<file path="config.mk">
export PLATFORM = sky130hd
export DESIGN_NAME = sram_fifo_ctrl
export DESIGN_NICKNAME = d
export VERILOG_FILES = /design/src/rtl/sram_fifo_ctrl.sv
export SDC_FILE = /design/constraint.sdc
export NUM_CORES = 1
export LEC_CHECK = 0
export BUFFER_PORTS_ARGS = -buffer_cell sky130_fd_sc_hd__buf_2
export CORE_MARGIN = 2
export CORE_UTILIZATION = 48
export DETAILED_ROUTE_END_ITERATION = 10
export MAX_ROUTING_LAYER = met4
export PLACE_DENSITY_LB_ADDON = 0.05
export SLEW_MARGIN = 20
export SYNTH_ARGS = -nofsm -noshare
export SYNTH_HDL_FRONTEND = slang
export SYNTH_SLANG_ARGS = --single-unit
</file>
<file path="constraint.sdc">
create_clock -name clk -period 3.15 [get_ports clk]
set_input_delay 0.1575 -clock clk [delete_from_list [all_inputs] [get_ports clk]]
set_output_delay 0.1575 -clock clk [all_outputs]
set_load 0.005 [all_outputs]
</file>
<file path="src/rtl/sram_fifo_ctrl.sv">
// Valid/ready FIFO built on a single-port asynchronous-read SRAM plus one output register.
// Reads and writes share the SRAM address, so each cycle carries at most one access and refilling the output register takes priority.
module sram_fifo_ctrl #(
   parameter int DATA_W = 2,
   parameter int ADDR_W = 2
) (
   input  logic              clk,
   input  logic              rst_n,
   input  logic              push_valid,
   input  logic [DATA_W-1:0] push_data,
   output logic              push_ready,
   output logic              pop_valid,
   output logic [DATA_W-1:0] pop_data,
   input  logic              pop_ready,
   output logic              mem_we,
   output logic [ADDR_W-1:0] mem_addr,
   output logic [DATA_W-1:0] mem_wdata,
   input  logic [DATA_W-1:0] mem_rdata,
   output logic [ADDR_W:0]   count
);

   localparam logic [ADDR_W:0]   LP_DEPTH   = {1'b1, {ADDR_W{1'b0}}};
   localparam logic [ADDR_W:0]   LP_CNT_ONE = {{ADDR_W{1'b0}}, 1'b1};
   localparam logic [ADDR_W-1:0] LP_PTR_ONE = {{(ADDR_W-1){1'b0}}, 1'b1};

   logic [ADDR_W-1:0] r_wr_ptr;
   logic [ADDR_W-1:0] r_rd_ptr;
   logic [ADDR_W:0]   r_mem_cnt;
   logic              r_pop_valid;
   logic [DATA_W-1:0] r_pop_data;

   logic w_out_free;
   logic w_mem_empty;
   logic w_rd_sel;
   logic w_byp;
   logic w_push_ready;
   logic w_mem_we;

   // A read is needed whenever the output register is free and memory holds the next word.
   assign w_out_free   = !r_pop_valid || pop_ready;
   assign w_mem_empty  = (r_mem_cnt == '0);
   assign w_rd_sel     = w_out_free && !w_mem_empty;
   assign w_byp        = w_out_free && w_mem_empty;
   assign w_push_ready = !w_rd_sel && (r_mem_cnt != LP_DEPTH);
   assign w_mem_we     = push_valid && w_push_ready && !w_byp;

   assign push_ready = w_push_ready;
   assign pop_valid  = r_pop_valid;
   assign pop_data   = r_pop_data;
   assign mem_we     = w_mem_we;
   assign mem_addr   = w_rd_sel ? r_rd_ptr : r_wr_ptr;
   assign mem_wdata  = push_data;
   assign count      = r_mem_cnt + {{ADDR_W{1'b0}}, r_pop_valid};

   always_ff @(posedge clk or negedge rst_n) begin
      if (!rst_n) begin
         r_wr_ptr    <= '0;
         r_rd_ptr    <= '0;
         r_mem_cnt   <= '0;
         r_pop_valid <= 1'b0;
         r_pop_data  <= '0;
      end else begin
         if (w_rd_sel) begin
            r_pop_data  <= mem_rdata;
            r_pop_valid <= 1'b1;
            r_rd_ptr    <= r_rd_ptr + LP_PTR_ONE;
         end else if (w_byp && push_valid) begin
            r_pop_data  <= push_data;
            r_pop_valid <= 1'b1;
         end else if (w_out_free) begin
            r_pop_valid <= 1'b0;
         end

         if (w_mem_we) begin
            r_wr_ptr <= r_wr_ptr + LP_PTR_ONE;
         end

         // rd_sel and mem_we never coincide, so the count moves by at most one.
         if (w_rd_sel) begin
            r_mem_cnt <= r_mem_cnt - LP_CNT_ONE;
         end else if (w_mem_we) begin
            r_mem_cnt <= r_mem_cnt + LP_CNT_ONE;
         end
      end
   end

endmodule

</file>
# Word-level counts from Yosys, hierarchy flattened
# Index checks and enable logic that the tools add are counted.
[totals] out_inout_bits=12 inputBits=8 regBits=10 wordCells=34
[op_classes] n_mux=8 add_sub_neg=5 n_eq_ne=1 reduce_logical=15
[op_table] cell="$logic_and A1 B1 Y1" n=6
[op_table] cell="$mux W2" n=3
[op_table] cell="$mux W3" n=2
[op_table] cell="$add A2 B1 Y2 const B" n=2
[op_table] cell="$logic_not A1 Y1" n=4
[op_table] cell="$reduce_bool A2 Y1" n=2
[op_table] cell="$add A3 B1 Y3" n=1
[op_table] cell="$add A3 B1 Y3 const B" n=1
[op_table] cell="$logic_not A3 Y1" n=1
[op_table] cell="$mux W1" n=3
[op_table] cell="$ne A3 B3 Y1 const B" n=1
[op_table] cell="$reduce_bool A3 Y1" n=1
[op_table] cell="$sub A3 B1 Y3 const B" n=1
[op_table] cell="$logic_or A1 B1 Y1" n=1

# Longest topological paths before layout
[depth] ltp_word=9 depth_mapped=8 depth_no_buf=7

# Least setup slack after synthesis
# OpenSTA, ideal clock, no wires.
[synth_path] path_type="reg-to-reg" start="register r_mem_cnt[1]" end="register r_mem_cnt[2]" path_stages_with_launch=9 path_buffers=1 period_less_slack_ps=1618 setup_slack_ps=1532 t_required_ps=3073 setup_time_ps=77 arrival_ps=1541 cell_sequence="dfrtp_1 clkbuf_2 nor3_4 nor2_4 xor2_1 ha_1 nor4_1 a311oi_1 a21oi_1"
[synth_via] elab_chain_len=8 word_cells_on_any_way=15 cone_classes="add/sub: 2; eq/ne: 1; mux: 2; reduce/logical: 10"
[synth_lines] element="start: declaration" line="28" source="logic [ADDR_W:0] r_mem_cnt;"
[synth_lines] element="start signal: assignment" line="80" source="r_mem_cnt <= r_mem_cnt - LP_CNT_ONE;"
[synth_lines] element="start signal: assignment" line="82" source="r_mem_cnt <= r_mem_cnt + LP_CNT_ONE;"
[synth_lines] element="branches (longest 8 deep; another with $add A3 B1 Y3)"
# Parallel ways; which one is timed is not known. The select of a mux whose other input is x is not followed.
# A chain may end at the register's enable or synchronous reset.

# Worst setup path after layout
[layout_path] start="register r_mem_cnt[2]" end="register r_mem_cnt[2]"
# Same word-level chain as after synthesis.

==> results.py <==
metrics = {
    "outcome": {
        "status": "finished clean",
    },
    "sta": {
        "worst_pin_slew_ps": 417.9,
        "max_clock_freq_mhz": 557.2,
        "slew_viol_final": 0,
        "rsz0062_at_grt": "false",
        "maxSlewHeadroom_pct": 72.14,
        "skew_ps": 3.548,
        "timing.setup.tns_ps": 0,
        "setup_viol": 0,
        "fin_crit_ps": 1795,
        "final.period_utilization_pct": 56.97,
        "hold_viol_final": 0,
    },
    "logic_synthesis": {
        "synth_area_per_cell_um2": 10.45,
        "synth_top_area_share_pct": 38.61,
        "syn_area_um2": 648.1,
        "synth-seq-cells": 10,
        "ys_types": 30,
        "yosysTopAreaCell": "dfrtp_1",
        "synth_nets": 73,
        "synthCells": 62,
        "yosysSeqAreaShare_pct": 38.61,
        "ys_top_cells_by_area": "dfrtp_1 (39%), ha_1 (5.8%), xor2_1 (5.4%), nand2_1 (4.1%), xnor2_1 (4.1%)",
        "synth-warning-count": 0,
    },
    "critical_path": {
        "cp-end-kind": "register",
        "crit_slowest_cell": "dfrtp_1",
        "crit_end": "r_mem_cnt[2]$_DFFE_PN0P_",
        "start_kind": "register",
        "crit_arrival_ps": 1980,
        "cp_cell_sequence": "nor3_4, nor2_4, xor2_1, ha_1, nor4_1, a311oi_1, a21oi_1",
        "crit_family": "simple AND/OR/NAND/NOR gates",
        "path_max_fanout": 8,
        "path_buf_inv": 0,
        "rrSetupSlack_ps": 1360,
        "cp.depth": 7,
        "r2r_start": "r_mem_cnt[2]$_DFFE_PN0P_",
        "r2r_end": "r_mem_cnt[2]$_DFFE_PN0P_",
        "path_class": "register to register",
        "crit_required_ps": 3340,
        "max_stage_delay_ps": 500,
        "r2r_cells": 7,
        "cp-startpoint": "r_mem_cnt[2]$_DFFE_PN0P_",
    },
    "die": {
        "initial_core_util_pct": 50.44,
        "die_h_um": 40.75,
        "die_w_um": 40.75,
        "die_area_mm2": 0.001660,
        "core-area_mm2": 0.001285,
        "io_pins": 20,
        "core.rowCount": 13,
    },
    "route": {
        "ant_nets": 0,
        "drt-vias-per-instance": 5.313,
        "remaining_drc_errors": 0,
        "drtPass1Iterations": 4,
        "wl_per_cell_um": 12.45,
        "wl_mm": 1.195,
        "drt_iter0_drc": 5,
        "vias": 510,
    },
    "layout": {
        "final_cell_mix": "buf_2 (19), dfrtp_1 (10), nand2_1 (7), xor2_1 (4)",
        "fillers": 110,
        "regArea_um2": 250.2,
        "n_antenna_cell": 0,
        "layout_commonest_cell": "buf_2",
        "finalNetCount": 93,
        "finalNonFillerCells": 96,
        "syn2layout_area_growth_pct": 18.15,
        "multi_input_area_um2": 347.8,
        "final_layout_size_suffix_gt1_share_pct": 39.51,
    },
    "clock_network": {
        "cts_tree": "done",
        "postCtsSetupBuffers": 0,
        "cts_buffer_depth": 2,
        "ctsHtreeMaxLevel": 1,
        "insertion_delay_ps": 260,
        "ctsResizeCount": 0,
        "cts.sinks": 10,
        "clk_pin_slew_ps": 70,
        "cts_buffers": 3,
        "cts_root_buffer": "clkbuf_4",
    },
    "placement": {
        "place_congestion": 0.7532,
        "post-place-cells": 91,
        "portBuffers": 19,
        "hpwl_um": 900.2,
    },
    "global_route": {
        "grt_start_max_net_pins": 13,
        "grt_use_total_pct": 18.73,
        "grt_remaining_overflow": 0,
        "grt_pass1_vias": 443,
        "antenna_found_initial": 0,
        "grt_pass1_wl_mm": 1.925,
    },
    "power_and_ir_drop": {
        "ir_drop_mv": 0.4550,
        "p_leak_nw": 0.3721,
        "p_per_area_mw_per_mm2": 962.0,
    },
    "min_path": {
        "hold_depth": 3,
        "hp-class": "input pin to register",
        "hold_start": "mem_rdata[1]",
    },
    "flow_run": {
        "drv_cap": 0,
    },
}
power by group:
part | internal [mW] | switching (mW) | total [mW] | leakage, nW
Sequential | 0.187 | 0.0881 | 0.275 | 0.115
Clock | 0.0701 | 0.0444 | 0.114 | 0.0210
Combinational | 0.187 | 0.159 | 0.347 | 0.236
Total | 0.445 | 0.292 | 0.737 | 0.372
sequential cells by signal, indices dropped and copies added (netlist names):
register,flops
pop_data,2
pop_valid,1
r_mem_cnt,3
r_rd_ptr,2
r_wr_ptr,2
worst min-delay path, stage by stage:
cell     delay (ps)
buf_2            80
nand2_1          40
o21ai_1          70
metrics by stage:
step | instance area [um2] | power, mW | setup slack [ps] | hold slack (ps) | util [%]
floorplan | 648.1 | 0.5298 | 1532 | -138.1 | -
global placement | 719.4 | 0.6187 | 1431 | 33.32 | 55.99
detailed placement | 719.4 | 0.6240 | 1367 | 30.29 | 55.99
CTS | 765.7 | 0.7459 | 1355 | 115.0 | 59.59
global route | 765.7 | 0.8106 | 1150 | 122.4 | 59.59
finish | 765.7 | 0.7366 | 1355 | 120.5 | 59.59
logic make-up after synthesis:
kind of cell	Yosys count	share of synthesized area [%]
XOR/XNOR	7	9.460
AO/OA/AOI/OAI	14	15.64
buffers and inverters	7	7.719
adder cells (fa/ha/maj)	3	5.792
flip-flops	10	38.61
AND/OR/NAND/NOR	19	18.92
multiplexers	2	3.860
worst min-delay path by stage:
| stage | endpoint | slack, ps |
|---|---|---|
| 6_report | pop_data[1]$_DFFE_PN0P_ | 120 |
| 5_1_grt | pop_data[1]$_DFFE_PN0P_ | 120 |
| 4_1_cts | pop_data[1]$_DFFE_PN0P_ | 110 |
| 3_5_place_dp | r_mem_cnt[0]$_DFFE_PN0P_ | 30 |
| 3_3_place_gp | r_mem_cnt[0]$_DFFE_PN0P_ | 30 |
| 2_1_floorplan | pop_data[0]$_DFFE_PN0P_ | -140 |
cell type report:
class                      count  share of cell area [%]
clock buffer                   4                   4.739
sequential                    10                   32.68
inverter                       2                  0.9804
tap                           15                   2.451
multi-input combinational     45                   45.42
timing repair buffer          20                   13.73
cell usage after synthesis, drive strengths merged:
cell type,number
nor2b,1
ha,3
nor4,1
nand2,8
a311oi,2
buf,4
o311a,1
dfrtp,10
o22a,1
and3,1
o32ai,1
xor2,4
inv,2
a21oi,3
nor2,4
mux2,1
o21ai,6
nand2b,1
xnor2,3
nor3,2
clkbuf,1
or3,1
mux2i,1
routing by layer:
metal	up-vias	wire length, um	GRT usage (%)
met2	11	581	28.17
met5	-	0	-
met4	0	5	6.667
met1	242	561	24.23
li1	255	-	-
met3	2	46	4.891
timing repair:
action,CTS,global route
hold endpoints to repair,10,0
endpoints found under the setup margin,0,0
hold buffers,1,0
Note: power is estimated with default switching activity, not from simulation.
